$ cat config.mk
export PLATFORM = sky130hd
export DESIGN_NAME = tx_frame_arbiter_flat
export DESIGN_NICKNAME = d
export VERILOG_FILES = /design/src/rtl/tx_frame_arbiter_if.sv /design/src/rtl/tx_frame_arbiter.sv /design/src/flat_wrapper.sv
export SDC_FILE = /design/constraint.sdc
export NUM_CORES = 1
export LEC_CHECK = 0
export ABC_AREA = 0
export BUFFER_PORTS_ARGS = -buffer_cell sky130_fd_sc_hd__buf_2
export CAP_MARGIN = 15
export CORE_MARGIN = 10
export CORE_UTILIZATION = 58
export CTS_CLUSTER_SIZE = 40
export DETAILED_ROUTE_END_ITERATION = 8
export GPL_TIMING_DRIVEN = 0
export PLACE_DENSITY_LB_ADDON = 0.25
export SLEW_MARGIN = 20
export SYNTH_ARGS = -nofsm -noshare
export SYNTH_HDL_FRONTEND = slang
export SYNTH_SLANG_ARGS = --single-unit
$ cat constraint.sdc
create_clock -name i_Clk -period 2.8 [get_ports i_Clk]
set_input_delay 0.14 -clock i_Clk [delete_from_list [all_inputs] [get_ports i_Clk]]
set_output_delay 0.14 -clock i_Clk [all_outputs]
set_load 0.01 [all_outputs]
$ cat src/rtl/tx_frame_arbiter_if.sv
// Transmit-side bundle between the two frame sources, the arbiter and the
// downstream CRC/PHY path.
interface tx_frame_arbiter_if;
  logic       i_Req0;
  logic       i_Valid0;
  logic [7:0] i_Data0;
  logic       i_End0;
  logic       o_Gnt0;
  logic       i_Req1;
  logic       i_Valid1;
  logic [7:0] i_Data1;
  logic       i_End1;
  logic       o_Gnt1;
  logic [7:0] o_Data;
  logic       o_Valid;
  logic       o_Sync;
  logic       o_End;
  logic       o_Busy;
  logic       o_Abort;

  modport master (
    output i_Req0, i_Valid0, i_Data0, i_End0,
    output i_Req1, i_Valid1, i_Data1, i_End1,
    input  o_Gnt0, o_Gnt1, o_Data, o_Valid, o_Sync, o_End, o_Busy, o_Abort
  );

  modport slave (
    input  i_Req0, i_Valid0, i_Data0, i_End0,
    input  i_Req1, i_Valid1, i_Data1, i_End1,
    output o_Gnt0, o_Gnt1, o_Data, o_Valid, o_Sync, o_End, o_Busy, o_Abort
  );
endinterface

$ cat src/rtl/tx_frame_arbiter.sv
// Two-source round-robin arbiter for the shared Ethernet transmit path:
// frame delimiting, inter-frame gap, length limit and grant timeout.
module tx_frame_arbiter #(
  parameter int unsigned IFG_CYCLES  = 12,
  parameter int unsigned MAX_BYTES   = 1518,
  parameter int unsigned GNT_TIMEOUT = 64
) (
  input  logic              i_Clk,
  input  logic              i_Rst,
  tx_frame_arbiter_if.slave bus
);

  typedef enum logic [1:0] {
    ST_IDLE  = 2'd0,
    ST_GRANT = 2'd1,
    ST_XFER  = 2'd2,
    ST_GAP   = 2'd3
  } state_t;

  localparam logic [10:0] MAX_CNT = 11'(MAX_BYTES);
  localparam logic [7:0]  IFG_LD  = 8'(IFG_CYCLES);
  localparam logic [7:0]  TMO_LD  = 8'(GNT_TIMEOUT);

  state_t      state_r, next_state_s, end_state_s;
  logic        sel_r, sel_s;
  logic        last_gnt_r, last_gnt_s;
  logic [10:0] byte_cnt_r, byte_cnt_s, cnt_inc_s;
  logic [7:0]  tmo_cnt_r, tmo_cnt_s;
  logic [7:0]  ifg_cnt_r, ifg_cnt_s;
  logic        any_req_s, pick_s;
  logic        src_valid_s, src_end_s, frame_last_s;
  logic [7:0]  src_data_s;
  logic        gnt0_r, gnt0_s, gnt1_r, gnt1_s;
  logic [7:0]  data_r, data_s;
  logic        valid_r, valid_s, sync_r, sync_s, end_r, end_s;
  logic        busy_r, busy_s, abort_r, abort_s;

  // Source selection, round-robin pick and frame-length bookkeeping
  always_comb begin
    any_req_s = bus.i_Req0 | bus.i_Req1;
    if (bus.i_Req0 && bus.i_Req1) begin
      pick_s = ~last_gnt_r;
    end else if (bus.i_Req1) begin
      pick_s = 1'b1;
    end else begin
      pick_s = 1'b0;
    end
    if (sel_r) begin
      src_valid_s = bus.i_Valid1;
      src_end_s   = bus.i_End1;
      src_data_s  = bus.i_Data1;
    end else begin
      src_valid_s = bus.i_Valid0;
      src_end_s   = bus.i_End0;
      src_data_s  = bus.i_Data0;
    end
    cnt_inc_s    = (byte_cnt_r >= MAX_CNT) ? MAX_CNT : (byte_cnt_r + 11'd1);
    frame_last_s = src_end_s | (cnt_inc_s == MAX_CNT);
    end_state_s  = (IFG_LD == 8'd0) ? ST_IDLE : ST_GAP;
  end

  // FSM state register
  always_ff @(posedge i_Clk or posedge i_Rst) begin
    if (i_Rst) begin
      state_r <= ST_IDLE;
    end else begin
      state_r <= next_state_s;
    end
  end

  // FSM next-state logic
  always_comb begin
    next_state_s = state_r;
    case (state_r)
      ST_IDLE: begin
        if (any_req_s) begin
          next_state_s = ST_GRANT;
        end else begin
          next_state_s = ST_IDLE;
        end
      end
      ST_GRANT: begin
        if (src_valid_s) begin
          next_state_s = frame_last_s ? end_state_s : ST_XFER;
        end else if (tmo_cnt_r <= 8'd1) begin
          next_state_s = ST_IDLE;
        end else begin
          next_state_s = ST_GRANT;
        end
      end
      ST_XFER: begin
        if (src_valid_s && frame_last_s) begin
          next_state_s = end_state_s;
        end else begin
          next_state_s = ST_XFER;
        end
      end
      ST_GAP: begin
        if (ifg_cnt_r == 8'd0) begin
          next_state_s = ST_IDLE;
        end else begin
          next_state_s = ST_GAP;
        end
      end
      default: next_state_s = ST_IDLE;
    endcase
  end

  // FSM output logic: next values of outputs and counters
  always_comb begin
    sel_s      = sel_r;
    last_gnt_s = last_gnt_r;
    byte_cnt_s = byte_cnt_r;
    tmo_cnt_s  = tmo_cnt_r;
    ifg_cnt_s  = ifg_cnt_r;
    gnt0_s     = 1'b0;
    gnt1_s     = 1'b0;
    data_s     = 8'h00;
    valid_s    = 1'b0;
    sync_s     = 1'b0;
    end_s      = 1'b0;
    abort_s    = 1'b0;
    busy_s     = (next_state_s != ST_IDLE);
    case (state_r)
      ST_IDLE: begin
        if (next_state_s == ST_GRANT) begin
          sel_s      = pick_s;
          last_gnt_s = pick_s;
          gnt0_s     = ~pick_s;
          gnt1_s     = pick_s;
          byte_cnt_s = 11'd0;
          tmo_cnt_s  = TMO_LD;
        end else begin
          sel_s = sel_r;
        end
      end
      ST_GRANT, ST_XFER: begin
        gnt0_s = ~sel_r;
        gnt1_s = sel_r;
        if (src_valid_s) begin
          valid_s    = 1'b1;
          data_s     = src_data_s;
          sync_s     = (state_r == ST_GRANT);
          byte_cnt_s = cnt_inc_s;
          if (frame_last_s) begin
            // A length-limit end still closes the frame, but flags the abort
            end_s     = 1'b1;
            abort_s   = ~src_end_s;
            gnt0_s    = 1'b0;
            gnt1_s    = 1'b0;
            ifg_cnt_s = IFG_LD;
          end else begin
            ifg_cnt_s = ifg_cnt_r;
          end
        end else if (state_r == ST_GRANT) begin
          if (tmo_cnt_r <= 8'd1) begin
            abort_s   = 1'b1;
            gnt0_s    = 1'b0;
            gnt1_s    = 1'b0;
            tmo_cnt_s = 8'd0;
          end else begin
            tmo_cnt_s = tmo_cnt_r - 8'd1;
          end
        end else begin
          tmo_cnt_s = tmo_cnt_r;
        end
      end
      ST_GAP: begin
        if (ifg_cnt_r != 8'd0) begin
          ifg_cnt_s = ifg_cnt_r - 8'd1;
        end else begin
          ifg_cnt_s = ifg_cnt_r;
        end
      end
      default: begin
        sel_s = sel_r;
      end
    endcase
  end

  // Output and counter registers; last-granted resets to port 1 so port 0 wins the first tie
  always_ff @(posedge i_Clk or posedge i_Rst) begin
    if (i_Rst) begin
      sel_r      <= 1'b0;
      last_gnt_r <= 1'b1;
      byte_cnt_r <= 11'd0;
      tmo_cnt_r  <= 8'd0;
      ifg_cnt_r  <= 8'd0;
      gnt0_r     <= 1'b0;
      gnt1_r     <= 1'b0;
      data_r     <= 8'h00;
      valid_r    <= 1'b0;
      sync_r     <= 1'b0;
      end_r      <= 1'b0;
      busy_r     <= 1'b0;
      abort_r    <= 1'b0;
    end else begin
      sel_r      <= sel_s;
      last_gnt_r <= last_gnt_s;
      byte_cnt_r <= byte_cnt_s;
      tmo_cnt_r  <= tmo_cnt_s;
      ifg_cnt_r  <= ifg_cnt_s;
      gnt0_r     <= gnt0_s;
      gnt1_r     <= gnt1_s;
      data_r     <= data_s;
      valid_r    <= valid_s;
      sync_r     <= sync_s;
      end_r      <= end_s;
      busy_r     <= busy_s;
      abort_r    <= abort_s;
    end
  end

  assign bus.o_Gnt0  = gnt0_r;
  assign bus.o_Gnt1  = gnt1_r;
  assign bus.o_Data  = data_r;
  assign bus.o_Valid = valid_r;
  assign bus.o_Sync  = sync_r;
  assign bus.o_End   = end_r;
  assign bus.o_Busy  = busy_r;
  assign bus.o_Abort = abort_r;

endmodule
$ cat src/flat_wrapper.sv
// flat-port wrapper written by rule: the top's interface ports become plain ports
module tx_frame_arbiter_flat 
#(
  parameter int unsigned IFG_CYCLES  = 12,
  parameter int unsigned MAX_BYTES   = 1518,
  parameter int unsigned GNT_TIMEOUT = 64
)
  (i_Clk, i_Rst, bus_i_Req0, bus_i_Valid0, bus_i_Data0, bus_i_End0, bus_i_Req1, bus_i_Valid1, bus_i_Data1, bus_i_End1, bus_o_Gnt0, bus_o_Gnt1, bus_o_Data, bus_o_Valid, bus_o_Sync, bus_o_End, bus_o_Busy, bus_o_Abort);
  tx_frame_arbiter_if bus_i ();
  input  logic i_Clk;
  input  logic i_Rst;
  input wire logic [$bits(bus_i.i_Req0)-1:0] bus_i_Req0;
  input wire logic [$bits(bus_i.i_Valid0)-1:0] bus_i_Valid0;
  input wire logic [$bits(bus_i.i_Data0)-1:0] bus_i_Data0;
  input wire logic [$bits(bus_i.i_End0)-1:0] bus_i_End0;
  input wire logic [$bits(bus_i.i_Req1)-1:0] bus_i_Req1;
  input wire logic [$bits(bus_i.i_Valid1)-1:0] bus_i_Valid1;
  input wire logic [$bits(bus_i.i_Data1)-1:0] bus_i_Data1;
  input wire logic [$bits(bus_i.i_End1)-1:0] bus_i_End1;
  output wire logic [$bits(bus_i.o_Gnt0)-1:0] bus_o_Gnt0;
  output wire logic [$bits(bus_i.o_Gnt1)-1:0] bus_o_Gnt1;
  output wire logic [$bits(bus_i.o_Data)-1:0] bus_o_Data;
  output wire logic [$bits(bus_i.o_Valid)-1:0] bus_o_Valid;
  output wire logic [$bits(bus_i.o_Sync)-1:0] bus_o_Sync;
  output wire logic [$bits(bus_i.o_End)-1:0] bus_o_End;
  output wire logic [$bits(bus_i.o_Busy)-1:0] bus_o_Busy;
  output wire logic [$bits(bus_i.o_Abort)-1:0] bus_o_Abort;
  assign bus_i.i_Req0 = bus_i_Req0;
  assign bus_i.i_Valid0 = bus_i_Valid0;
  assign bus_i.i_Data0 = bus_i_Data0;
  assign bus_i.i_End0 = bus_i_End0;
  assign bus_i.i_Req1 = bus_i_Req1;
  assign bus_i.i_Valid1 = bus_i_Valid1;
  assign bus_i.i_Data1 = bus_i_Data1;
  assign bus_i.i_End1 = bus_i_End1;
  assign bus_o_Gnt0 = bus_i.o_Gnt0;
  assign bus_o_Gnt1 = bus_i.o_Gnt1;
  assign bus_o_Data = bus_i.o_Data;
  assign bus_o_Valid = bus_i.o_Valid;
  assign bus_o_Sync = bus_i.o_Sync;
  assign bus_o_End = bus_i.o_End;
  assign bus_o_Busy = bus_i.o_Busy;
  assign bus_o_Abort = bus_i.o_Abort;
  tx_frame_arbiter #(.IFG_CYCLES(IFG_CYCLES), .MAX_BYTES(MAX_BYTES), .GNT_TIMEOUT(GNT_TIMEOUT)) u_core (.i_Clk(i_Clk), .i_Rst(i_Rst), .bus(bus_i));
endmodule
==> results.ini, run 1 <==
[placement]
dpl.hpwl_mm=5.080
port_buffers=38
place_ws_ps=-15.30
routabilityCongestion=0.8941

[grt]
grt_start_max_net_pins=28
grt_first_pass_wirelength_mm=11.83
first_global_vias=2491
grt_overflow_total=0
grt_use_total_pct=16.70
antenna_found_initial=0

[pwr]
power_density_nw_per_um2=355.7
ir_worst_vdd_mv=0.3657
leakage_uw=0.001526

[logic_synthesis]
synthFlopType=dfrtp_1
synth.area.top_cells=dfrtp_1 (39%), ha_1 (4.7%), nand2_1 (4.4%), o21ai_0 (3.8%), nor2_1 (3.7%)
synth.distinct_cells=68
synth_top_cell_area_share_pct=38.73
synth_edf_count=0
synth_common_cells=dfrtp_1 (45), nand2_1 (34), nor2_1 (29)
ys_seq_area_share_pct=39.63
synth-async-reset-ratio_pct=100.0
synth_most_common_cell=dfrtp_1
syn_inst=315
yosys_warnings=0
syn_area_um2=2908
syn_nets=350
synth_largest_area_cell=dfrtp_1
syn_area_per_cell_um2=9.231
ys_ff_latch=46

[run]
cap_violations=0

[min_path]
holdCritStartpoint=bus_i_Data0[5]
holdPathStages=3
hold_class=in2reg
hold_end=u_core.bus.o_Data[5]$_DFF_PP0_

[sta]
period_minus_slack_ps=2722
fmax_mhz=367.4
finalHoldViolCount=0
final-setup-viol-count=0
finalCritPeriodShare_pct=97.20
relSlewSlack_pct=50.89
fin_tns_setup_ps=0
fin_skew_ps=7.499
final-max-slew-violation-count=0
worstMarginPinSlew_ps=736.6
worst_slack_ps=78.46

[detailed_routing]
vias=2590
vias_per_cell=5.940
wl_per_cell_um=16.22
initialDrtViolationCount=180
drt_first_pass_iters=5
ant_nets=0
route.detailed.drc=0
routed_wl_mm=7.072

[clock_network]
cts-root-buf=clkbuf_8
htreeDepth=2
clk_pin_slew_ps=90
cts_tree=yes
clockBufferDepth=2
clock_sink_count=46
clk-insertion-delay-late_ps=310
cts_buffers=5

[setup_path]
end_kind=flop
cp_data_required_time_ps=3040
reg2reg_depth=9
r2r-end=u_core.ifg_cnt_r[6]$_DFFE_PP0P_
cp_max_fo=9
reg2reg_slack_ps=80
arrival_ps=2960
path_class=reg2reg
r2r-start=u_core.byte_cnt_r[0]$_DFFE_PP0P_
startpoint_type=flop

[floorplanning]
io_pins=39
core_um2=4786
start_util_pct=60.76
die_y_um=90.81
rows=25
die_x_um=90.81
design.die.area_um2=8246

[final_layout]
areaGrowthSynthToFinish_pct=17.64
finalNetCount=403
antenna_cells=0
drive_above_1_share_pct=25.47

[outcome]
outcome=complete, no violations

[stage by stage]
step	hold slack [ps]	util [%]	std cells	total power [uW]	cell area [um2]
2_1_floorplan	293.0	-	315	695.9	2908
3_3_place_gp	376.8	66.48	420	716.1	3182
3_5_place_dp	161.9	66.90	421	720.5	3202
4_1_cts	67.02	69.83	430	1222	3342
5_1_grt	79.06	71.48	436	1255	3421
6_report	71.16	71.48	436	1217	3421
[flip-flops by register name, indices dropped and copies added, names as in the netlist]
| signal | flops |
|---|---|
| u_core.bus.o_End | 1 |
| u_core.bus.o_Gnt0 | 1 |
| u_core.bus.o_Abort | 1 |
| u_core.last_gnt_r | 1 |
| u_core.state_r | 2 |
| u_core.sel_r | 1 |
| u_core.bus.o_Data | 8 |
| u_core.bus.o_Gnt1 | 1 |
| u_core.ifg_cnt_r | 8 |
| u_core.byte_cnt_r | 11 |
| u_core.bus.o_Valid | 1 |
| u_core.tmo_cnt_r | 8 |
| u_core.bus.o_Sync | 1 |
| u_core.bus.o_Busy | 1 |
[where the power goes]
part           switching [uW]  leakage (uW)  internal, uW
clock                     243     0.0000504           266
sequential                  0      0.000544           664
combinational            24.2      0.000932          19.9
[logic make-up after synthesis]
family	Yosys count	synth area share [%]
simple gates	123	23.67
compound gates	90	22.72
flops	46	39.63
buf+inv	33	5.120
mux	11	3.830
fa+ha+maj	11	4.733
xor+xnor	1	0.3013
[layer usage]
layer / vias up / GRT usage [%] / part of all wire (%)
met5: - / 0 / 0
met4: 0 / 4.308 / 1.3
met3: 10 / 3.990 / 7.0
met2: 100 / 28.31 / 50
met1: 1241 / 20.68 / 41
li1: 1239 / - / -
[worst max path at each step]
| stage | endpoint | from | depth (start not counted) | slack, ps |
|---|---|---|---|---|
| floorplan | u_core.ifg_cnt_r[5]$_DFFE_PP0P_ | u_core.byte_cnt_r[0]$_DFFE_PP0P_ | 9 | 300 |
| global placement | u_core.bus.o_Gnt1$_DFF_PP0_ | u_core.byte_cnt_r[0]$_DFFE_PP0P_ | 9 | 20 |
| detailed placement | u_core.bus.o_Gnt0$_DFF_PP0_ | u_core.byte_cnt_r[0]$_DFFE_PP0P_ | 9 | -20 |
| CTS | u_core.ifg_cnt_r[6]$_DFFE_PP0P_ | u_core.byte_cnt_r[0]$_DFFE_PP0P_ | 9 | 80 |
| global route | u_core.ifg_cnt_r[6]$_DFFE_PP0P_ | u_core.byte_cnt_r[0]$_DFFE_PP0P_ | 9 | -40 |
| finish | u_core.ifg_cnt_r[6]$_DFFE_PP0P_ | u_core.byte_cnt_r[0]$_DFFE_PP0P_ | 9 | 80 |
[cell type report]
| class | instances | area (um2) |
|---|---|---|
| plain buffers | 15 | 83.83 |
| clock buffers | 5 | 68.82 |
| clock inverters | 3 | 45.04 |
| fillers | 357 | 1365 |
| inverters | 18 | 67.56 |
| multi-input cells | 236 | 1653 |
| flip-flops and latches | 46 | 1154 |
| well taps | 67 | 83.83 |
| repair buffers | 46 | 265.3 |
[worst max-delay path, stage by stage, from the launching register on]
cell and delay [ps]:
dfrtp_2 440, ha_1 160, clkbuf_4 190, nand2_1 100
or4_4 540, a311oi_4 350, nand4_4 150, and3_4 210
or3_1 370, a21oi_2 140
[what timing repair did]
item                                   4_1_cts  5_1_grt
endpoints found under the hold margin       18        0
gates cloned                                 0        0
setup buffers                                0        6
setup endpoints to repair                    3       26
pin swaps                                    0        2
hold buffers                                 1        0
resized for setup                            3        6
[cells in the final DEF (no fill, tap or decap), types with 4 or more instances in the layout]
cell type and n:
nor4_1 4, o21a_1 6, nor2_1 29, buf_4 9, a21oi_1 9, nand2b_1 7, clkbuf_1 5, nand3_1 7
inv_1 17, nor3_1 6, or3_1 4, buf_2 42, dfrtp_1 44, o21ai_0 22, mux2i_1 10, o31ai_1 4
a22o_1 8, nand4_1 4, ha_1 11, nor2b_1 4, nand2_1 34, a21o_1 9, clkbuf_8 5
(Power assumes the default switching activity.)
==> inputs of run 2 (changes only) <==
- CTS_CLUSTER_SIZE: 40 -> 10
- REMOVE_ABC_BUFFERS: not set -> 1
==> results.ini, run 2 (same netlist as run 1, synthesis figures left out) <==
[sta]
finalHoldViolCount=0  ; unchanged
fin_skew_ps=10.26  ; +2.760 ps
period_minus_slack_ps=2656  ; -65.13 ps
worstMarginPinSlew_ps=516.2  ; -220.4 ps
hold_ws_ps=75.73  ; +4.573 ps
relSlewSlack_pct=65.50  ; +15 points
final-setup-viol-count=0  ; unchanged
final-max-slew-violation-count=0  ; unchanged
finalCritPeriodShare_pct=94.87  ; -2.3 points
rsz0062_at_grt=no
fmax_mhz=376.4  ; +2.5%

[final_layout]
drive_above_1_share_pct=23.21  ; -2.3 points
finalNetCount=383  ; -5.0%
ff_latch_area_um2=1156  ; +0.22%
antenna_cells=0  ; unchanged
final_cell_mix=dfrtp_1 (42), buf_2 (38), nand2_1 (34)
multi_input_area_um2=1634  ; -1.1%
final_util_pct=68.21  ; -3.3 points
final_common_cell=dfrtp_1
areaGrowthSynthToFinish_pct=12.26
largest_reg_flops=11  ; unchanged
final_cells=416  ; -4.6%
fillers=380  ; +6.4%
max_flop_register=u_core.byte_cnt_r

[floorplanning]
start_util_pct=60.76  ; unchanged
core_um2=4786  ; unchanged
io_pins=39  ; unchanged
die_x_um=90.81  ; unchanged
die_y_um=90.81  ; unchanged
design.die.area_um2=8246  ; unchanged
rows=25  ; unchanged

[detailed_routing]
routed_wl_mm=6.447  ; -8.8%
wl_per_cell_um=15.50  ; -4.5%
ant_nets=0  ; unchanged
vias_per_cell=5.856  ; -1.4%
initialDrtViolationCount=144  ; -20%
drt_first_pass_iters=4  ; -1
vias=2436  ; -5.9%
route.detailed.drc=0  ; unchanged

[placement]
dpl.hpwl_mm=4.517  ; -11%
dp_cells=406  ; -3.6%
routabilityCongestion=0.8594  ; -3.9%
port_buffers=38  ; unchanged

[setup_path]
cpPeakStageDelay_ps=540  ; about the same
cp_max_fo=10  ; +1
end_kind=flop
cp-startpoint=u_core.byte_cnt_r[3]$_DFFE_PP0P_
startpoint_type=flop
path_class=reg2reg
cp_slowest_cell=dfrtp_1
cp_data_required_time_ps=2980  ; -60 ps
arrival_ps=2840  ; -120 ps
r2r-start=u_core.byte_cnt_r[3]$_DFFE_PP0P_
path_cells=nand3_2, o311a_1, or3_4, a31oi_1, o21a_1, o21ai_2, o41ai_1

[clock_network]
cts_tree=yes
clk-insertion-delay-late_ps=310  ; about the same
clock_sink_count=46  ; unchanged
cts-root-buf=clkbuf_8
cts_buffers=5  ; unchanged
htreeDepth=2  ; unchanged
clk_pin_slew_ps=90  ; about the same
clockBufferDepth=2  ; unchanged

[pwr]
leakage_uw=0.001429  ; -6.3%
fin_total_pwr_uw=1141  ; -6.2%
ir_worst_vdd_mv=0.1838  ; -50%
power_density_nw_per_um2=349.5  ; -1.8%

[run]
cap_violations=0  ; unchanged

[grt]
antenna_found_initial=0  ; unchanged
grt_start_max_net_pins=36  ; +29%
first_global_vias=2353  ; -5.5%
grt_use_total_pct=15.20  ; -1.5 points
grt_first_pass_wirelength_mm=10.80  ; -8.7%
grt_overflow_total=0  ; unchanged

[min_path]
hold_class=in2reg
holdCritStartpoint=bus_i_Data0[5]

[outcome]
outcome=complete, no violations

run 2: changes by cell type in the layout (fill, tap and decap cells not counted), sizes merged:
| cell | previous run | this run |
|---|---|---|
| clkbuf | 11 | 6 |
| buf | 54 | 40 |
| clkinvlp | 2 | 1 |
| clkinv | 0 | 1 |
| bufinv | 1 | 0 |
run 2: cell type report:
class	count	area share [%]
clock buffers	6	2.530
clock inverters	2	0.3833
inverters	18	2.070
multi-input cells	236	50.06
flip-flops and latches	46	35.42
well taps	67	2.568
repair buffers	41	6.976
run 2: critical path: cells and delay by family (launching register included):
kind / cells / cell delay [ps]
AOI/OAI and AO/OA: 5 / 1340
DFF: 1 / 540
and+or+nand+nor: 2 / 640
run 2: path summary, 6_finish.rpt:
path | depth (start not counted) | slack, ps | endpoint
worst max-delay path | 7 | 140 | u_core.bus.o_Gnt0$_DFF_PP0_
worst max register to register | 7 | 140 | u_core.bus.o_Gnt0$_DFF_PP0_
min in group asynchronous | 3 | 320 | u_core.byte_cnt_r[2]$_DFFE_PP0P_
worst min register to register | 1 | 510 | u_core.last_gnt_r$_DFFE_PP1P_
max in group asynchronous | 4 | 1930 | u_core.last_gnt_r$_DFFE_PP1P_
worst min-delay path | 3 | 80 | u_core.bus.o_Data[5]$_DFF_PP0_
run 2: power by group:
part | internal, uW | leakage (uW) | switching (uW)
Combinational | 19.9 | 0.000841 | 24.5
Sequential | 664 | 0.000541 | 0
Clock | 199 | 0.0000472 | 234
Total | 882 | 0.00143 | 259
run 2: per-stage QoR:
stage	TNS [ps]	cell area [um2]	setup slack (ps)
after floorplan	0	2826	264.9
after global placement	-119.7	3100	-69.34
after detailed placement	-330.3	3120	-93.10
after CTS	0	3228	32.39
after global routing	0	3264	19.19
final	0	3264	143.6
run 2: what timing repair did:
action                     4_1_cts  5_1_grt
resized for setup                2        8
hold buffers                     1        0
setup endpoints to repair        8       19
pin swaps                        0        1
buffers inserted                 0        1
hold endpoints to repair        11        0
run 2: layer usage:
| metal | GRT usage, % | wire length, um | share of wire, % |
|---|---|---|---|
| met5 | 0 | 0 | 0 |
| met1 | 17.96 | 2724 | 42 |
| met2 | 26.02 | 3227 | 50 |
| met4 | 4.439 | 44 | 0.68 |
| met3 | 4.406 | 451 | 7.0 |
==> inputs of run 3 (changes only) <==
- PLACE_DENSITY: not set -> 0.79
- PLACE_DENSITY_LB_ADDON: 0.25 -> not set
==> results.ini, run 3 (same netlist as run 1, synthesis figures left out) <==
[min_path]
hold_class=in2reg
holdPathStages=3  ; unchanged

[setup_path]
cp_data_required_time_ps=3000  ; +20 ps
path_class=reg2reg
reg2reg_depth=9  ; +2
cp_max_fo=11  ; +1
startpoint_type=flop
end_kind=flop
arrival_ps=2830  ; about the same

[placement]
dp_cells=406  ; unchanged
dpl.hpwl_mm=4.830  ; +6.9%
place_ws_ps=-7.222  ; +85.87 ps
port_buffers=38  ; unchanged
routabilityCongestion=0.8613  ; +0.22%

[pwr]
power_density_nw_per_um2=389.1  ; +11%
ir_worst_vdd_mv=0.1964  ; +6.9%
leakage_uw=0.001471  ; +2.9%

[final_layout]
final_cells=416  ; unchanged
max_flop_register=u_core.byte_cnt_r
areaGrowthSynthToFinish_pct=14.41
final_util_pct=69.52  ; +1.3 points
antenna_cells=0  ; unchanged
finalNetCount=383  ; unchanged
final_cell_mix=dfrtp_1 (42), buf_2 (38), nand2_1 (33)
largest_reg_flops=11  ; unchanged
final_common_cell=dfrtp_1
drive_above_1_share_pct=23.50  ; +0.29 points

[floorplanning]
design.die.area_um2=8246  ; unchanged
core_um2=4786  ; unchanged
die_x_um=90.81  ; unchanged
io_pins=39  ; unchanged
die_y_um=90.81  ; unchanged
start_util_pct=60.76  ; unchanged
rows=25  ; unchanged

[detailed_routing]
ant_nets=0  ; unchanged
vias=2466  ; +1.2%
route.detailed.drc=0  ; unchanged
drt_first_pass_iters=5  ; +1
vias_per_cell=5.928  ; +1.2%
initialDrtViolationCount=139  ; -3.5%
routed_wl_mm=6.642  ; +3.0%
wl_per_cell_um=15.97  ; +3.0%

[sta]
finalCritPeriodShare_pct=94.06  ; -0.81 points
finalHoldViolCount=0  ; unchanged
final-setup-viol-count=0  ; unchanged
period_minus_slack_ps=2634  ; -22.70 ps
fmax_mhz=379.7  ; +0.86%
final-max-slew-violation-count=0  ; unchanged
rsz0062_at_grt=no
worstMarginPinSlew_ps=457.8  ; -58.43 ps
relSlewSlack_pct=68.61  ; +3.1 points
worst_slack_ps=166.3  ; +22.70 ps
fin_skew_ps=3.501  ; -6.759 ps

[clock_network]
htreeDepth=2  ; unchanged
clk-insertion-delay-late_ps=300  ; about the same
clock_sink_count=46  ; unchanged
cts_tree=yes
cts-root-buf=clkbuf_8
cts_buffers=5  ; unchanged
clockBufferDepth=2  ; unchanged
clk_pin_slew_ps=90  ; about the same

[outcome]
outcome=complete, no violations

[grt]
first_global_vias=2410  ; +2.4%
grt_overflow_total=0  ; unchanged
antenna_found_initial=0  ; unchanged
grt_start_max_net_pins=35  ; -2.8%
grt_first_pass_wirelength_mm=11.56  ; +7.1%
grt_use_total_pct=16.40  ; +1.2 points

[run]
cap_violations=0  ; unchanged

-- run 3: final cells by class --
class / instances / area (um2)
clock buffers: 5 / 68.82
clock inverters: 3 / 68.82
fillers: 379 / 1459
inverters: 18 / 67.56
multi-input cells: 236 / 1654
flip-flops and latches: 46 / 1156
well taps: 67 / 83.83
repair buffers: 41 / 227.7
-- run 3: path summary, 6_finish.rpt --
check                                                start                                to  slack [ps]
max reg2reg                u_core.ifg_cnt_r[0]$_DFFE_PP0P_   u_core.tmo_cnt_r[7]$_DFFE_PP0P_         170
min                                         bus_i_Data0[3]    u_core.bus.o_Data[3]$_DFF_PP0_          80
max in group asynchronous                            i_Rst     u_core.last_gnt_r$_DFFE_PP1P_        1930
min in group asynchronous                            i_Rst  u_core.byte_cnt_r[2]$_DFFE_PP0P_         330
max                        u_core.ifg_cnt_r[0]$_DFFE_PP0P_   u_core.tmo_cnt_r[7]$_DFFE_PP0P_         170
min reg2reg                  u_core.last_gnt_r$_DFFE_PP1P_     u_core.last_gnt_r$_DFFE_PP1P_         520
-- run 3: per-layer routing --
metal / global-route usage (%) / vias up / wire, um / share of wire, %
met3: 3.741 / 8 / 435 / 6.5
met5: 0 / - / 0 / 0
met1: 19.77 / 1167 / 2742 / 41
met4: 4.178 / 0 / 72 / 1.1
li1: - / 1206 / - / -
met2: 28.61 / 85 / 3393 / 51
-- run 3: report_power, final --
group / total [uW] / switching, uW / internal (uW)
registers: 664 / 0 / 664
logic: 45.0 / 25.0 / 20.0
clock network: 586 / 228 / 357
total: 1290 / 253 / 1040
-- run 3: timing repair --
action | CTS | global route
hold buffers | 1 | 0
buffers inserted | 0 | 1
endpoints found under the setup margin | 8 | 27
hold endpoints to repair | 12 | 0
pin swaps | 0 | 1
resized for setup | 2 | 9
-- run 3: critical path: stages (launching register included) --
cell	delay, ps
dfrtp_1	430
inv_1	100
ha_1	150
nand2b_1	100
o41ai_4	410
a21o_2	250
nand4_4	180
a21o_1	340
or2_1	350
o41ai_2	220
-- run 3: through the flow --
step                      power [uW]  instance area (um2)  TNS, ps  hold WS (ps)
final                           1294                 3327        0         79.91
after global routing            1347                 3327        0         80.22
after CTS                       1307                 3277        0         73.50
after detailed placement       722.0                 3120   -12.28         107.8
after global placement         716.7                 3100   -263.7         379.3
after floorplan                695.9                 2826        0         293.0
